$ cat config.mk
export PLATFORM = sky130hd
export DESIGN_NAME = camo_gate_bank
export DESIGN_NICKNAME = d
export VERILOG_FILES = /design/src/rtl/camo_pkg.sv /design/src/rtl/camo_cell.sv /design/src/rtl/camo_gate_bank.sv
export SDC_FILE = /design/constraint.sdc
export NUM_CORES = 1
export LEC_CHECK = 0
export BUFFER_PORTS_ARGS = -buffer_cell sky130_fd_sc_hd__buf_2
export CAP_MARGIN = 20
export CORE_ASPECT_RATIO = 1.75
export CORE_MARGIN = 1.5
export CORE_UTILIZATION = 23
export CTS_CLUSTER_SIZE = 8
export DETAILED_ROUTE_END_ITERATION = 12
export GPL_ROUTABILITY_DRIVEN = 0
export SYNTH_ARGS = -nofsm -noshare
export SYNTH_HDL_FRONTEND = slang
export SYNTH_SLANG_ARGS = --single-unit
$ cat constraint.sdc
create_clock -name clk -period 2.5 [get_ports clk]
set_input_delay 0.25 -clock clk [delete_from_list [all_inputs] [get_ports clk]]
set_output_delay 0.25 -clock clk [all_outputs]
set_load 0.02 [all_outputs]
$ cat src/rtl/camo_pkg.sv
// Shared types and the cell evaluation function for the camouflaged gate bank.
package camo_pkg;

    // Width of the key slice that selects one cell's logic function.
    localparam int CAMO_CODE_W = 2;

    typedef enum logic [CAMO_CODE_W-1:0] {
        CAMO_NAND = 2'b00,
        CAMO_XOR  = 2'b01,
        CAMO_NOR  = 2'b10,
        CAMO_XNOR = 2'b11
    } camo_code_e;

    typedef enum logic [1:0] {
        UNKEYED = 2'b00,
        LOADING = 2'b01,
        LOCKED  = 2'b10
    } camo_state_e;

    // Evaluates one camouflaged cell. Code 11 is XNOR, unlike the older
    // single gate, which repeated XOR on that code.
    function automatic logic camo_eval(camo_code_e code, logic a, logic b);
        logic y;
        case (code)
            CAMO_NAND: y = ~(a & b);
            CAMO_XOR:  y = a ^ b;
            CAMO_NOR:  y = ~(a | b);
            CAMO_XNOR: y = ~(a ^ b);
            default:   y = 1'b0;
        endcase
        return y;
    endfunction

endpackage

$ cat src/rtl/camo_cell.sv
// One camouflaged 2-input cell: the 2-bit key slice picks its logic function.
module camo_cell
    import camo_pkg::*;
(
    input  logic [CAMO_CODE_W-1:0] key,
    input  logic                   a,
    input  logic                   b,
    output logic                   y
);

    assign y = camo_eval(camo_code_e'(key), a, b);

endmodule

$ cat src/rtl/camo_gate_bank.sv
// Key-programmable bank of camouflaged cells. The key arrives serially into a
// shadow register and only reaches the cells once every beat has landed, so
// a partial key can never be observed through the datapath.
module camo_gate_bank
    import camo_pkg::*;
#(
    parameter int NUM_CELLS = 8,
    parameter int BEAT_W    = 4
) (
    input  logic                 clk,
    input  logic                 rst_n,
    input  logic                 key_start,
    input  logic                 key_valid,
    output logic                 key_ready,
    input  logic [BEAT_W-1:0]    key_data,
    output logic                 locked,
    input  logic                 in_valid,
    input  logic [NUM_CELLS-1:0] in_a,
    input  logic [NUM_CELLS-1:0] in_b,
    output logic                 out_valid,
    output logic [NUM_CELLS-1:0] out_y
);

    localparam int KEY_W = CAMO_CODE_W * NUM_CELLS;
    localparam int BEATS = KEY_W / BEAT_W;
    localparam int CNT_W = (BEATS > 1) ? $clog2(BEATS) : 1;
    localparam logic [CNT_W-1:0] LAST_BEAT = CNT_W'(BEATS - 1);

    camo_state_e          state_q, state_d;
    logic [CNT_W-1:0]     cnt_q, cnt_d;
    logic [KEY_W-1:0]     shadow_q, shadow_d;
    logic [KEY_W-1:0]     active_q, active_d;
    logic [NUM_CELLS-1:0] outY_q;
    logic                 outValid_q;
    logic [NUM_CELLS-1:0] cellY;

    // Key-load FSM: a restart always wins over a beat, including the final one.
    always_comb begin
        state_d   = state_q;
        cnt_d     = cnt_q;
        shadow_d  = shadow_q;
        active_d  = active_q;
        key_ready = 1'b0;
        locked    = 1'b0;
        case (state_q)
            UNKEYED: begin
                if (key_start) begin
                    state_d  = LOADING;
                    cnt_d    = '0;
                    shadow_d = '0;
                end
            end
            LOADING: begin
                key_ready = 1'b1;
                if (key_start) begin
                    cnt_d    = '0;
                    shadow_d = '0;
                end else if (key_valid) begin
                    shadow_d[cnt_q*BEAT_W +: BEAT_W] = key_data;
                    if (cnt_q == LAST_BEAT) begin
                        active_d = shadow_d;
                        cnt_d    = '0;
                        state_d  = LOCKED;
                    end else begin
                        cnt_d = cnt_q + 1'b1;
                    end
                end
            end
            LOCKED: begin
                locked = 1'b1;
                if (key_start) begin
                    state_d  = LOADING;
                    cnt_d    = '0;
                    shadow_d = '0;
                end
            end
            default: begin
                state_d = UNKEYED;
            end
        endcase
    end

    // Control and key registers; reset discards both shadow and active keys.
    always_ff @(posedge clk or negedge rst_n) begin
        if (!rst_n) begin
            state_q  <= UNKEYED;
            cnt_q    <= '0;
            shadow_q <= '0;
            active_q <= '0;
        end else begin
            state_q  <= state_d;
            cnt_q    <= cnt_d;
            shadow_q <= shadow_d;
            active_q <= active_d;
        end
    end

    genvar gi;
    generate
        for (gi = 0; gi < NUM_CELLS; gi++) begin : g_cell
            camo_cell u_cell (
                .key (active_q[gi*CAMO_CODE_W +: CAMO_CODE_W]),
                .a   (in_a[gi]),
                .b   (in_b[gi]),
                .y   (cellY[gi])
            );
        end
    endgenerate

    // Result register: captures only while locked, otherwise holds its value.
    always_ff @(posedge clk or negedge rst_n) begin
        if (!rst_n) begin
            outY_q     <= '0;
            outValid_q <= 1'b0;
        end else if (in_valid && (state_q == LOCKED)) begin
            outY_q     <= cellY;
            outValid_q <= 1'b1;
        end else begin
            outValid_q <= 1'b0;
        end
    end

    assign out_y     = outY_q;
    assign out_valid = outValid_q;

endmodule
==> flow_summary.rst <==
.. list-table::
   :header-rows: 1

   * - Metric
     - Value
   * - Clock-pin slew on the worst setup and hold paths
     - 0.06 ns
   * - Final HPWL from detailed placement
     - 4.53 mm
   * - Crit path largest cell delay
     - 0.49 ns
   * - Length in cells of the worst reg-to-reg path
     - 6
   * - Worst-case vdd ir drop
     - 0.000219 V
   * - Data required time of the worst path
     - 2.72 ns
   * - Buffer levels on the longest clock path
     - 2
   * - Number of endpoints failing setup at the final stage
     - 0
   * - RSZ-0062 raised after global routing
     - no
   * - Clock sink total
     - 45
   * - FF+latch count, synth
     - 45
   * - Tcrit/Tclk final
     - 79.6%
   * - Arrival time of data at the critical path endpoint
     - 2.21 ns
   * - Clk_lat worst skew
     - 0.29 ns
   * - Number of nets produced by synthesis
     - 306
   * - Sequential area share after synthesis
     - 41.5%
   * - Number of DRC markers after the initial detailed-route iteration
     - 130
   * - Cell Area, Synth
     - 0.00271 mm²
   * - Worst Hold Slack
     - 0.315 ns
   * - Routed via count divided by cell count
     - 4.77
   * - Final routed DRC violation total
     - 4
   * - Count of antenna diodes in the layout
     - 0
   * - Leakage power
     - 0.00149 µW
   * - Post-cts gate resize count
     - 0
   * - Launching element type of the critical path
     - flip-flop
   * - Class of the most critical hold timing path
     - input port to flip-flop
   * - Effective utilization at floorplan
     - 23.6%
   * - Relative slew slack
     - 71.6%
   * - Remaining antenna violation count after routing
     - 0
   * - Crit. End Element
     - flip-flop
   * - Leading cell type in the layout, fill and taps excluded
     - sky130_fd_sc_hd__dfrtp_1
   * - Average footprint of a synthesized cell
     - 10.5 µm²
   * - Min Tclk post-route
     - 1.99 ns
   * - Ratio of cells with drive above 1 in the final layout
     - 20.7%
   * - Final TNS setup
     - 0 ns
   * - Most frequent cells in the layout
     - sky130_fd_sc_hd__dfrtp_1, sky130_fd_sc_hd__buf_2, sky130_fd_sc_hd__a21oi_1
   * - Clock tree root driver cell
     - sky130_fd_sc_hd__clkbuf_16
   * - Start point of the worst hold path
     - key_start
   * - R2R Path Start
     - cnt_q[0]
   * - Clk_skew
     - 0.00516 ns
   * - CTS HTree Levels
     - 2
   * - Most instantiated flip-flop cell in the synthesis netlist
     - sky130_fd_sc_hd__dfrtp_1
   * - Number of buffer and inverter stages on the critical path
     - 2
   * - Core Box Area
     - 0.0115 mm²
   * - Die outline area
     - 0.0125 mm²
   * - Die extent in y
     - 147 µm
   * - Final routed wire length divided by cell count
     - 14.1 µm
   * - Final net count
     - 341
   * - Boundary pin count
     - 36
   * - Worst setup path startpoint
     - cnt_q[0]
   * - Antenna violations before repair
     - 0
   * - Total number of placement rows
     - 52
   * - Result of the run
     - complete, but fails checks
   * - Reported max-cap violation count
     - 0
   * - Overall die width
     - 85.1 µm
   * - Post-detailed-routing wire length
     - 6.05 mm
   * - Cell variety after synth
     - 34
   * - Input/output buffers
     - 35
   * - Library cell contributing the largest single delay on the critical path
     - sky130_fd_sc_hd__dfrtp_1
   * - Congestion Overflow GR
     - 0
   * - First-pass iteration count of the detailed router
     - 8
   * - Pin count of the biggest net entering global routing
     - 29
   * - Number of global-route vias before repair
     - 2172
   * - Failing checks
     - DRC
   * - Final-report hold violation count
     - 0
   * - Share of flip-flops with an asynchronous set or reset
     - 100%
   * - TritonCTS clock tree
     - built
   * - Max Fclk
     - 502 MHz
   * - Critical path class
     - flip-flop to flip-flop
   * - Worst Hold End
     - state_q[1]
   * - Critical path, cell by cell
     - inv_1 > ha_1 > nor4bb_1 > buf_4 > a31oi_1 > a21oi_4
   * - Number of cells produced by synthesis
     - 259
   * - Worst-case register-to-register setup slack
     - 0.51 ns
   * - Kind of cell with the highest combined delay on the critical path
     - flip-flops
   * - GRT Overall Usage
     - 10.6%
   * - Detailed-route via count
     - 2050
   * - Top fanout value on the critical path
     - 10
   * - Final slew viol count
     - 0
   * - Number of clock buffers inserted by TritonCTS
     - 5
   * - Hold path cells
     - 3
   * - Overall power of the completed layout
     - 2250 µW
   * - Transition at the pin with the smallest max-transition slack
     - 0.427 ns
   * - Area overhead of the layout relative to synthesis
     - 18.1%
   * - Wire length of the first global-routing pass
     - 10.4 mm
   * - Power Density
     - 702 mW/mm²
   * - Warnings, synthesis
     - 0
   * - Number of flops mapped to enable cells by yosys
     - 0
   * - Reg-to-reg critical path endpoint
     - active_q[4]
==> per-stage QoR <==
step | setup WS (ns) | instance area, µm² | util [%] | cells
finish | 0.509 | 3210 | 27.8 | 430
global route | 0.327 | 3210 | 27.8 | 430
CTS | 0.528 | 3210 | 27.8 | 430
detailed placement | 0.542 | 3010 | 26.1 | 421
global placement | 0.573 | 3010 | 26.1 | 421
floorplan | 0.668 | 2710 | - | 259
==> cells in the mapped netlist (all sizes together), types with 6 or more instances <==
master	count	area share, %
a211o	7	2.3
nand2	8	1.1
nor2	10	1.4
nand2b	7	1.6
o2bb2ai	6	1.9
nand4	6	1.4
inv	23	3.2
ha	22	10
a21oi	40	12
a22o	12	3.9
xnor2	8	2.6
a31oi	9	2.1
buf	9	2.8
dfrtp	45	41
nor2b	11	2.5
==> worst reg2reg max path, cell delays in order (launching register included) <==
cell,delay (ns)
sky130_fd_sc_hd__dfrtp_1,0.49
sky130_fd_sc_hd__inv_1,0.15
sky130_fd_sc_hd__ha_1,0.44
sky130_fd_sc_hd__nor4bb_1,0.34
sky130_fd_sc_hd__buf_4,0.19
sky130_fd_sc_hd__a31oi_1,0.14
sky130_fd_sc_hd__a21oi_4,0.17
==> worst max path at each step <==
| stage | end | slack, ns | depth (start not counted) |
|---|---|---|---|
| after CTS | active_q[4] | 0.53 | 6 |
| after global placement | active_q[6] | 0.57 | 6 |
| final | active_q[4] | 0.51 | 6 |
| after floorplan | active_q[4] | 0.67 | 5 |
| after detailed placement | active_q[4] | 0.54 | 6 |
| after global routing | active_q[4] | 0.33 | 6 |
==> flip-flops by register name, indices dropped and copies added (netlist names) <==
| register | flops |
|---|---|
| out_y | 8 |
| shadow_q | 16 |
| state_q | 2 |
| out_valid | 1 |
| active_q | 16 |
| cnt_q | 2 |
==> repair_timing <==
item	CTS	global route
endpoints found under the hold margin	17	0
setup buffers	0	0
hold buffers	1	0
==> cell type report <==
class                      instances  area, µm²
timing repair buffer              41        223
multi-input combinational        178       1410
fill                            1172       8310
tap                              135        169
clock buffer                       5        125
clock inverter                     3       65.1
inverter                          23       86.3
sequential                        45       1130
==> cells by family (layout without fill, tap and decap cells) <==
logic type      count (synthesis)  in the layout  share of synthesized area [%]
xor+xnor                        8              8                           2.58
buf+inv                        36             72                           6.50
flops                          45             45                           41.5
fa+ha+maj                      22             22                           10.1
compound gates                 93             93                           27.4
simple gates                   55             55                           11.8
==> power by group <==
part           switching (µW)  internal [µW]  leakage, µW  total [µW]
combinational             244            222     0.000795         467
sequential                102            826     0.000606         928
clock                     285            571    0.0000938         856
total                     632           1620      0.00149        2250
==> per-layer routing <==
layer	wire, µm	vias up	part of all wire (%)	global-route usage, %
li1	-	1004	-	-
met1	2360	993	39	10.8
met2	3220	42	53	19.0
met3	256	11	4.2	2.25
met4	213	0	3.5	6.97
met5	0	-	0	0
No activity file was read; power rests on OpenSTA's default activity.
